`src/rtl/event_grid_accumulator.sv`:
```
// Accumulates downsampled DVS events into a signed polarity map held in one
// synchronous-read RAM. Supports periodic decay toward zero and raster readout.
module event_grid_accumulator #(
  parameter int unsigned GRID_BITS    = 4,
  parameter int unsigned CNT_BITS     = 8,
  parameter int unsigned FIFO_DEPTH   = 8,
  parameter int unsigned DECAY_PERIOD = 65536,
  parameter int unsigned DECAY_SHIFT  = 2
) (
  input  logic                   clk,
  input  logic                   rst,
  input  logic [GRID_BITS-1:0]   x_in,
  input  logic [GRID_BITS-1:0]   y_in,
  input  logic                   polarity_in,
  input  logic [15:0]            timestamp_in,
  input  logic                   event_valid_in,
  input  logic                   rd_start,
  output logic                   rd_valid,
  input  logic                   rd_ready,
  output logic [2*GRID_BITS-1:0] rd_addr,
  output logic [CNT_BITS-1:0]    rd_data,
  output logic                   rd_last,
  output logic                   busy,
  output logic [15:0]            last_ts,
  output logic [15:0]            drop_count
);

  localparam int unsigned AddrW    = 2 * GRID_BITS;
  localparam int unsigned NumCells = 1 << AddrW;
  localparam int unsigned TsW      = 16;
  localparam int unsigned EvtW     = AddrW + 1 + TsW;
  localparam int unsigned PtrW     = $clog2(FIFO_DEPTH);
  localparam int unsigned DcntW    = $clog2(DECAY_PERIOD);

  localparam logic [PtrW:0]          FifoFull = (PtrW + 1)'(FIFO_DEPTH);
  localparam logic [DcntW-1:0]       DcntLast = DcntW'(DECAY_PERIOD - 1);
  localparam logic [CNT_BITS-1:0]    CntMax   = {1'b0, {(CNT_BITS - 1){1'b1}}};
  localparam logic [CNT_BITS-1:0]    CntMin   = {1'b1, {(CNT_BITS - 1){1'b0}}};
  localparam logic [CNT_BITS-1:0]    CntOne   = CNT_BITS'(1);

  typedef enum logic [2:0] {
    StInit,
    StIdle,
    StAccumRd,
    StAccumWr,
    StDecayRd,
    StDecayWr,
    StRdReq,
    StRdOut
  } state_e;

  state_e state_q, state_d;

  // ---------------------------------------------------------------------------
  // Input FIFO
  // ---------------------------------------------------------------------------
  logic [EvtW-1:0]  fifo_mem_q [FIFO_DEPTH];
  logic [PtrW-1:0]  wr_ptr_q, wr_ptr_d;
  logic [PtrW-1:0]  rd_ptr_q, rd_ptr_d;
  logic [PtrW:0]    fifo_cnt_q, fifo_cnt_d;
  logic             fifo_full, fifo_empty;
  logic             push, pop;
  logic [EvtW-1:0]  fifo_head;
  logic [AddrW-1:0] head_addr;
  logic             head_pol;
  logic [TsW-1:0]   head_ts;
  logic [15:0]      drop_q, drop_d;

  assign fifo_full  = (fifo_cnt_q == FifoFull);
  assign fifo_empty = (fifo_cnt_q == '0);
  // Full is judged on the registered count, so a same-cycle pop never rescues a push.
  assign push       = event_valid_in && !fifo_full;
  assign fifo_head  = fifo_mem_q[rd_ptr_q];
  assign head_addr  = fifo_head[EvtW-1 -: AddrW];
  assign head_pol   = fifo_head[TsW];
  assign head_ts    = fifo_head[TsW-1:0];

  always_comb begin
    wr_ptr_d   = wr_ptr_q;
    rd_ptr_d   = rd_ptr_q;
    fifo_cnt_d = fifo_cnt_q;
    drop_d     = drop_q;
    if (push) wr_ptr_d = wr_ptr_q + 1'b1;
    if (pop)  rd_ptr_d = rd_ptr_q + 1'b1;
    case ({push, pop})
      2'b10:   fifo_cnt_d = fifo_cnt_q + 1'b1;
      2'b01:   fifo_cnt_d = fifo_cnt_q - 1'b1;
      default: fifo_cnt_d = fifo_cnt_q;
    endcase
    if (event_valid_in && fifo_full && (drop_q != 16'hFFFF)) drop_d = drop_q + 1'b1;
  end

  always_ff @(posedge clk) begin
    if (push) fifo_mem_q[wr_ptr_q] <= {y_in, x_in, polarity_in, timestamp_in};
  end

  // ---------------------------------------------------------------------------
  // Decay timer and pending requests
  // ---------------------------------------------------------------------------
  logic [DcntW-1:0] dcnt_q, dcnt_d;
  logic             dcnt_wrap;
  logic             decay_pend_q, decay_pend_d;
  logic             rd_pend_q, rd_pend_d;
  logic             take_arb;
  state_e           arb_state;

  assign dcnt_wrap = (dcnt_q == DcntLast);

  always_comb begin
    arb_state = StIdle;
    if (rd_pend_q)         arb_state = StRdReq;
    else if (decay_pend_q) arb_state = StDecayRd;
    else if (!fifo_empty)  arb_state = StAccumRd;
  end

  always_comb begin
    dcnt_d       = dcnt_wrap ? '0 : dcnt_q + 1'b1;
    // A new request arriving on the accept cycle is kept rather than lost.
    rd_pend_d    = rd_start  || (rd_pend_q && !(take_arb && arb_state == StRdReq));
    decay_pend_d = dcnt_wrap || (decay_pend_q && !(take_arb && arb_state == StDecayRd));
  end

  // ---------------------------------------------------------------------------
  // Cell RAM
  // ---------------------------------------------------------------------------
  logic [CNT_BITS-1:0]        cell_mem [NumCells];
  logic signed [CNT_BITS-1:0] ram_rdata_q;
  logic                       ram_re, ram_we;
  logic [AddrW-1:0]           ram_addr;
  logic [CNT_BITS-1:0]        ram_wdata;

  always_ff @(posedge clk) begin
    if (ram_we) cell_mem[ram_addr] <= ram_wdata;
  end

  always_ff @(posedge clk or posedge rst) begin
    if (rst) begin
      ram_rdata_q <= '0;
    end else if (ram_re) begin
      ram_rdata_q <= cell_mem[ram_addr];
    end
  end

  // ---------------------------------------------------------------------------
  // Cell update arithmetic
  // ---------------------------------------------------------------------------
  logic                       acc_pol_q, acc_pol_d;
  logic [TsW-1:0]             acc_ts_q, acc_ts_d;
  logic [CNT_BITS-1:0]        acc_val;
  logic signed [CNT_BITS-1:0] dec_step;
  logic [CNT_BITS-1:0]        dec_val;

  always_comb begin
    if (acc_pol_q) begin
      acc_val = (ram_rdata_q == CntMax) ? ram_rdata_q : ram_rdata_q + CntOne;
    end else begin
      acc_val = (ram_rdata_q == CntMin) ? ram_rdata_q : ram_rdata_q - CntOne;
    end
  end

  always_comb begin
    dec_step = ram_rdata_q >>> DECAY_SHIFT;
    // Small magnitudes shift to zero (or -1 stays -1); force a unit step so they still decay.
    if (dec_step != '0)                dec_val = ram_rdata_q - dec_step;
    else if (ram_rdata_q[CNT_BITS-1])  dec_val = ram_rdata_q + CntOne;
    else if (ram_rdata_q != '0)        dec_val = ram_rdata_q - CntOne;
    else                               dec_val = '0;
  end

  // ---------------------------------------------------------------------------
  // Control FSM
  // ---------------------------------------------------------------------------
  logic [AddrW-1:0] addr_q, addr_d;
  logic [TsW-1:0]   last_ts_q, last_ts_d;
  logic             rd_valid_q, rd_valid_d;
  logic [AddrW-1:0] rd_addr_q, rd_addr_d;
  logic             rd_last_q, rd_last_d;

  always_comb begin
    state_d    = state_q;
    addr_d     = addr_q;
    acc_pol_d  = acc_pol_q;
    acc_ts_d   = acc_ts_q;
    last_ts_d  = last_ts_q;
    rd_valid_d = rd_valid_q;
    rd_addr_d  = rd_addr_q;
    rd_last_d  = rd_last_q;
    ram_re     = 1'b0;
    ram_we     = 1'b0;
    ram_addr   = addr_q;
    ram_wdata  = '0;
    pop        = 1'b0;
    take_arb   = 1'b0;

    case (state_q)
      StInit: begin
        ram_we = 1'b1;
        if (addr_q == '1) begin
          addr_d  = '0;
          state_d = StIdle;
        end else begin
          addr_d = addr_q + 1'b1;
        end
      end
      StIdle: take_arb = 1'b1;
      StAccumRd: begin
        pop       = 1'b1;
        ram_re    = 1'b1;
        ram_addr  = head_addr;
        addr_d    = head_addr;
        acc_pol_d = head_pol;
        acc_ts_d  = head_ts;
        state_d   = StAccumWr;
      end
      StAccumWr: begin
        // Arbitrate here directly so sustained events run at one per two clocks.
        ram_we    = 1'b1;
        ram_wdata = acc_val;
        last_ts_d = acc_ts_q;
        take_arb  = 1'b1;
      end
      StDecayRd: begin
        ram_re  = 1'b1;
        state_d = StDecayWr;
      end
      StDecayWr: begin
        ram_we    = 1'b1;
        ram_wdata = dec_val;
        if (addr_q == '1) begin
          addr_d  = '0;
          state_d = StIdle;
        end else begin
          addr_d  = addr_q + 1'b1;
          state_d = StDecayRd;
        end
      end
      StRdReq: begin
        ram_re     = 1'b1;
        rd_valid_d = 1'b1;
        rd_addr_d  = addr_q;
        rd_last_d  = (addr_q == '1);
        state_d    = StRdOut;
      end
      StRdOut: begin
        if (rd_ready) begin
          rd_valid_d = 1'b0;
          rd_last_d  = 1'b0;
          if (addr_q == '1) begin
            addr_d  = '0;
            state_d = StIdle;
          end else begin
            addr_d  = addr_q + 1'b1;
            state_d = StRdReq;
          end
        end
      end
      default: state_d = StIdle;
    endcase

    if (take_arb) begin
      state_d = arb_state;
      if (arb_state == StRdReq || arb_state == StDecayRd) addr_d = '0;
    end
  end

  always_ff @(posedge clk or posedge rst) begin
    if (rst) begin
      state_q      <= StInit;
      addr_q       <= '0;
      wr_ptr_q     <= '0;
      rd_ptr_q     <= '0;
      fifo_cnt_q   <= '0;
      drop_q       <= '0;
      dcnt_q       <= '0;
      decay_pend_q <= 1'b0;
      rd_pend_q    <= 1'b0;
      acc_pol_q    <= 1'b0;
      acc_ts_q     <= '0;
      last_ts_q    <= '0;
      rd_valid_q   <= 1'b0;
      rd_addr_q    <= '0;
      rd_last_q    <= 1'b0;
    end else begin
      state_q      <= state_d;
      addr_q       <= addr_d;
      wr_ptr_q     <= wr_ptr_d;
      rd_ptr_q     <= rd_ptr_d;
      fifo_cnt_q   <= fifo_cnt_d;
      drop_q       <= drop_d;
      dcnt_q       <= dcnt_d;
      decay_pend_q <= decay_pend_d;
      rd_pend_q    <= rd_pend_d;
      acc_pol_q    <= acc_pol_d;
      acc_ts_q     <= acc_ts_d;
      last_ts_q    <= last_ts_d;
      rd_valid_q   <= rd_valid_d;
      rd_addr_q    <= rd_addr_d;
      rd_last_q    <= rd_last_d;
    end
  end

  // The RAM output register only changes on a read, so it stays stable while stalled.
  assign rd_data    = ram_rdata_q;
  assign rd_valid   = rd_valid_q;
  assign rd_addr    = rd_addr_q;
  assign rd_last    = rd_last_q;
  assign busy       = (state_q != StIdle);
  assign last_ts    = last_ts_q;
  assign drop_count = drop_q;

endmodule

```
`config.mk`:
```
export PLATFORM = sky130hd
export DESIGN_NAME = event_grid_accumulator
export DESIGN_NICKNAME = d
export VERILOG_FILES = /design/src/rtl/event_grid_accumulator.sv
export SDC_FILE = /design/constraint.sdc
export NUM_CORES = 2
export LEC_CHECK = 0
export ABC_AREA = 1
export BUFFER_PORTS_ARGS = -buffer_cell sky130_fd_sc_hd__buf_2
export CAP_MARGIN = 40
export CORE_MARGIN = 10
export CORE_UTILIZATION = 37
export DETAILED_ROUTE_END_ITERATION = 8
export RECOVER_POWER = 25
export SETUP_SLACK_MARGIN = 0.4
export SYNTH_ARGS = -nofsm -noshare
export SYNTH_HDL_FRONTEND = slang
export SYNTH_SLANG_ARGS = --single-unit
```
`constraint.sdc`:
```
create_clock -name clk -period 15.3 [get_ports clk]
set_input_delay 3.06 -clock clk [delete_from_list [all_inputs] [get_ports clk]]
set_output_delay 3.06 -clock clk [all_outputs]
set_load 0.005 [all_outputs]
```
==> Yosys cells after proc, flatten, opt, wreduce, memory -nomap -nowiden <==
Memory sizes are Yosys's and may differ from the RTL's. A register that Yosys moved wholly into a read port is not among the register bits.
Index checks and enable logic that the tools add are counted.
Widths: inputs -> output; s select.
{ "word_totals": {"mem_bits_rw": 2248, "register_bits": 98, "romBits": 0, "n_memories": 2, "latch_bits": 0, "inputBits": 30} }
{ "mem_list": {"columns": ["name", "words", "word_bits", "read_ports", "rd_clocked_by_memory_dff", "wr", "line_no", "text"], "rows": [
  ["cell_mem", 256, 8, 1, 1, 1, "126", "logic [CNT_BITS-1:0] cell_mem [NumCells];"],
  ["fifo_mem_q", 8, 25, 1, 0, 1, "57", "logic [EvtW-1:0] fifo_mem_q [FIFO_DEPTH];"]
]} }
{ "classes": {"magnitude_cmp": 0, "muxes": 35, "eq_ne": 21, "multipliers": 0, "n_reduce_logical": 26, "div": 0, "add_sub_neg": 10, "n_shift": 0, "bitwise": 0} }
{ "op_table": {"columns": ["operator", "n"], "rows": [
  ["$mux 8", 11],
  ["$add 16x1->16 const B", 2],
  ["$pmux 8 s3", 1],
  ["$mux 3", 7],
  ["$eq 3x3->1 const B", 6],
  ["$pmux 3 s6", 1],
  ["$add 8x1->8 const B", 2],
  ["$eq 16x16->1 const B", 1],
  ["$eq 8x8->1 const B", 2],
  ["$mux 16", 1],
  ["$ne 16x16->1 const B", 1],
  ["$pmux 8 s2", 1],
  ["$reduce_bool 8->1", 2],
  ["$mux 1", 9],
  ["$eq 8x7->1 const B", 1],
  ["$pmux 4 s2", 1],
  ["$sub 8x1->8 const B", 1],
  ["$sub 8x6->8", 1],
  ["$logic_and 1x1->1", 7],
  ["$reduce_bool 7->1", 1],
  ["$add 3x1->3 const B", 2],
  ["$eq 3x2->1 const B", 2],
  ["$ne 3x3->1 const B", 2],
  ["$reduce_or 3->1", 2],
  ["18 further kinds", 25]
]} }

==> Logic depth before layout (Yosys ltp) <==
{ "logic_depth": {"word_depth": 9, "depth_mapped": 24, "depth_no_buf": 22} }

==> Least setup slack after synthesis <==
No wires, ideal clock.
{ "synth_path": {"path_type": "reg2reg", "startpoint": "reg ram_rdata_q[1] (netlist: rd_data[1]), read port of cell_mem", "endpoint": "mem cell_mem[0][7] (data pin)", "slack_ps": 1676, "required_ps": 13113, "path_stages_with_launch": 12, "t_arrival_ps": 11437, "synth_period_minus_slack_ps": 13624, "setup_ps": 2187, "cell_sequence": "dfrtp_1 ha_1 nand2_1 nor2_1 nand2_1 nor2_1 nand2_1 inv_1 nor2_1 a21oi_1 nor2_1 o21ai_0"} }
{ "synth_via": {"elab_chain_len": 5} }
{ "synth_lines": {"columns": ["element", "line_no", "text"], "rows": [
  ["from (decl)", "127", "logic signed [CNT_BITS-1:0] ram_rdata_q;"],
  ["$sub 8x1->8 or $reduce_bool 8->1 (tied branches)", "157, 166", null],
  ["$mux 8", "166", "else if (ram_rdata_q != '0) dec_val = ram_rdata_q - CntOne;"],
  ["$mux 8", "165", "else if (ram_rdata_q[CNT_BITS-1]) dec_val = ram_rdata_q + CntOne;"],
  ["$mux 8", "164", "if (dec_step != '0) dec_val = ram_rdata_q - dec_step;"],
  ["$pmux 8 s2 (*)", "195", "case (state_q)"],
  ["via ram_wdata[7]", "130", "logic [CNT_BITS-1:0] ram_wdata;"],
  ["to (decl)", "126", null]
]} }
Mark *: on every way through the listed nets, which the timed path passes. The rest lies on a longest branch.

==> Worst setup path in the final report <==
{ "layout_path": {"startpoint": "reg state_q[0]", "endpoint": "reg ram_rdata_q[5] (netlist: rd_data[5]), read port of cell_mem"} }
{ "layout_via": {"elab_chain_len": 3} }
{ "layout_lines": {"columns": ["element", "line_no", "text"], "rows": [
  ["from (decl)", "52", "state_e state_q, state_d;"],
  ["from (signal assigned)", "268", "state_q <= StInit;"],
  ["from (signal assigned)", "284", "state_q <= state_d;"],
  ["$eq 3x3->1 or $eq 3x2->1 (tied branches)", "195", null],
  ["$reduce_or 3->1 (no line)", null, null],
  ["$mux 1", "195", null]
]} }
Several ways; a longest one is shown, not always the timed one.
A chain may end at the register's enable or synchronous reset.

==> run_results.csv <==
group,metric,value,unit
routing,drtIter0Drc,7178,
clock_tree,clock_path_buffers,3,
yosys,synth_cells,9738,
final_layout,syn_to_final_growth,12.2,%
timing,max_freq,116,MHz
critical_path,rr_endpoint,"rd_data[5]",
final_layout,drive_above_1_share,5.72,%
die,core-area,269000,um2
die,rows,190,
global_routing,overflow,0,
run_status,violations,"max-capacitance violations, max-slew violations",
clock_tree,insertion_delay,0.93,ns
hold_path,min_to,"dcnt_q[0]",
critical_path,ff2ff_path_depth,22,
power,switching_power,2580,uW
die,pin_count,81,
timing,post-route-period-util,56.4,%
die,die_width,540,um
die,start_util,37.3,%
global_routing,track_usage,18.7,%
critical_path,crit_arrival,9.47,ns
timing,tns,0,ns
global_routing,grt_max_degree,217,
clock_tree,cts_root_buffer,"clkbuf_16",
place,hpwlAfterDp,161,mm
place,gp_congestion,0.847,
global_routing,grt_pass1_wl,426,mm
power,powerDensity,115,nW/um2
critical_path,cp_max_fo,108,
timing,slew_viol_final,651,
timing,hold_viol_final,0,
routing,viasPerCell,5.14,
place,portBuffers,80,
yosys,netlist_area,100000,um2
clock_tree,cts_resized,0,
critical_path,critPathLaunchType,"flop",
die,die_y,540,um
timing,fin_hold_ws,0.462,ns
die,die_area,292000,um2
timing,finClkSkew,0.117,ns
yosys,yosys_warnings,0,
power,p_clk_share,45.5,%
clock_tree,cts_tree,"built",
yosys,synth-seq-cells,2354,
clock_tree,postCtsSetupBuffers,0,
global_routing,antenna_found_initial,13,
clock_tree,cts_sinks,2354,
power,p_comb_share,0.3,%
routing,ant_nets,0,
power,power.internal,10300,uW
timing,max_slew.worst_pin.slew,3.84,ns
power,ir_drop,0.000129,V
critical_path,r2r-start,"state_q[0]",
routing,vias,69200,
clock_tree,htree_num_levels,4,
timing,layout_min_cycle_time,8.63,ns
hold_path,holdPathStages,1,
timing,relSlewSlack,-156,%
routing,drtPass1Iterations,8,
final_layout,nNetsFinal,9741,
critical_path,path_class,"flop to flop",
critical_path,r2r_setup_slack,6.67,ns
timing,setup_viol,0,
clock_tree,cts.clk_slew.worst_paths,0.06,ns
clock_tree,hold_buffers,0,
routing,drc,0,
routing,wire_per_inst,21.0,um
yosys,post_synth_num_cell_types,41,
hold_path,min-delay-start,"dcnt_q[0]",
critical_path,cp-end-kind,"flop",
yosys,syn_area_per_cell,10.3,um2
clock_tree,numCtsBuffers,236,
run,maxCapViolCount,18,
yosys,synth_nets,9791,
power,p_seq_share,54.2,%
timing,rsz0062_at_grt,"no",
run_status,status,"finished with violations",
routing,wirelength,283,mm
yosys,ys_seq_area_share,70.1,%
global_routing,grt_pass1_vias,67500,
hold_path,hold_class,"flop to flop",
power,p_sw_share,20.1,%
power,p_leak,0.0398,uW
critical_path,required,16.14,ns
## sequential cells by signal, summed over array words and instances (netlist names)
name          flops
rd_data           8
acc_ts_q         16
dcnt_q           16
addr_q            8
rd_addr           8
acc_pol_q         1
last_ts          16
fifo_cnt_q        4
fifo_mem_q      200
cell_mem       2048
wr_ptr_q          3
rd_last           1
drop_count       16
rd_ptr_q          3
state_q           3
rd_valid          1
rd_pend_q         1
decay_pend_q      1
## synthesized netlist by cell type (all sizes together)
master / n / area [um2]
o21bai: 2 / 15.0
o22ai: 11 / 68.8
xor2: 25 / 219
nor3b: 2 / 15.0
nand3: 562 / 2820
nand2: 4952 / 18600
a21oi: 19 / 95.1
nand4: 7 / 43.8
clkinv: 5 / 18.8
fa: 2 / 40.0
a31oi: 2 / 12.5
nand3b: 1 / 7.51
clkbuf: 231 / 867
a32o: 2 / 20.0
ha: 21 / 263
and2: 1 / 6.26
nor4: 2 / 12.5
dfrtp: 106 / 2650
nor3: 16 / 91.3
o211ai: 24 / 180
o2111ai: 6 / 52.6
edfxtp: 2248 / 67500
o21ai: 185 / 926
o221ai: 35 / 307
or2: 1 / 6.26
a21o: 1 / 7.51
xnor2: 13 / 114
a22oi: 2 / 15.0
nor2: 787 / 2960
a211oi: 5 / 37.5
inv: 159 / 597
buf: 303 / 1500
## power by group through the flow
stage	combinational [uW]	sequential (uW)	clock, uW
after global routing	45.1	6970	6180
after floorplan	16.3	7110	0
after CTS	41.3	6980	5930
after global placement	39.8	7110	0
final	38.3	6980	5850
after detailed placement	40.9	7110	0
## metrics by stage
step,power [uW],worst slack [ns],std cells,cell area (um2),util [%]
after floorplan,7130,1.68,9738,100000,-
after global placement,7150,7.80,13000,104000,38.6
after detailed placement,7150,8.33,13000,105000,39.0
after CTS,12900,8.31,13400,113000,41.9
after global routing,13200,6.21,13400,112000,41.8
final,12900,6.67,13500,112000,41.8
## worst max path at each step
| stage | from | endpoint | slack [ns] | cells after the start |
|---|---|---|---|---|
| 2_1_floorplan | rd_data[1] | cell_mem[0][7] | 1.68 | 11 |
| 6_report | state_q[0] | rd_data[5] | 6.67 | 22 |
| 4_1_cts | rd_ptr_q[0] | rd_data[4] | 8.31 | 27 |
| 5_1_grt | state_q[0] | rd_data[3] | 6.21 | 22 |
| 3_5_place_dp | rd_ptr_q[0] | rd_data[4] | 8.33 | 27 |
| 3_3_place_gp | rd_ptr_q[0] | rd_data[4] | 7.80 | 26 |
## cells in the final DEF, fill, tap and decap left out, drive strengths merged, types with 4 or more instances in the layout
cell type	netlist	layout
nor3	16	16
clkbuf	231	327
o211ai	24	24
dfrtp	106	106
a211oi	5	5
edfxtp	2248	2248
clkinvlp	0	4
o21ai	185	185
o22ai	11	11
diode	0	6
xnor2	13	13
xor2	25	25
nand2	4952	4952
ha	21	21
o2111ai	6	6
nand3	562	562
bufinv	0	26
inv	159	164
buf	303	201
a21oi	19	19
o221ai	35	35
nand4	7	7
nor2	787	787
clkinv	5	133
## cell families after synthesis
| kind of cell | Yosys count | synth area share, % |
|---|---|---|
| compound gates | 294 | 1.74 |
| xor+xnor | 38 | 0.333 |
| fa+ha+maj | 23 | 0.303 |
| buf+inv | 698 | 2.98 |
| flops | 2354 | 70.1 |
| simple gates | 6331 | 24.5 |
## layer usage
metal / vias up / part of all wire (%) / track usage (%)
met2: 2700 / 47 / 30.8
met3: 595 / 7.7 / 3.29
met4: 8 / 4.0 / 6.92
li1: 32100 / - / -
met1: 33700 / 41 / 24.9
met5: - / 0.019 / 0
## critical path, stage by stage (launching register included)
cell and delay (ns):
dfrtp_1 0.47, nor3_4 0.20, clkbuf_1 2.08, inv_2 0.31, nand2_8 0.75, nand2_8 0.61, inv_8 0.80, buf_4 0.71
buf_4 0.81, nand2_1 0.10, nand2_1 0.14, nand2_1 0.06, nand3_1 0.07, nand2_1 0.06, nand2_1 0.09, nor2_1 0.04
nor2_1 0.23, nor2_1 0.10, nand2_1 0.07, nand2_1 0.05, nand2_1 0.24, nor2_1 0.08, nor2_1 0.11
## cell type report
class / count / area, um2
fill: 25400 / 156000
sequential: 2354 / 70200
multi-input combinational: 6686 / 27100
clock buffer: 282 / 6100
tap: 3552 / 4440
timing repair buffer: 246 / 2150
clock inverter: 163 / 1770
inverter: 164 / 634
antenna: 6 / 15.0
Power figures use the tool's default switching activity.
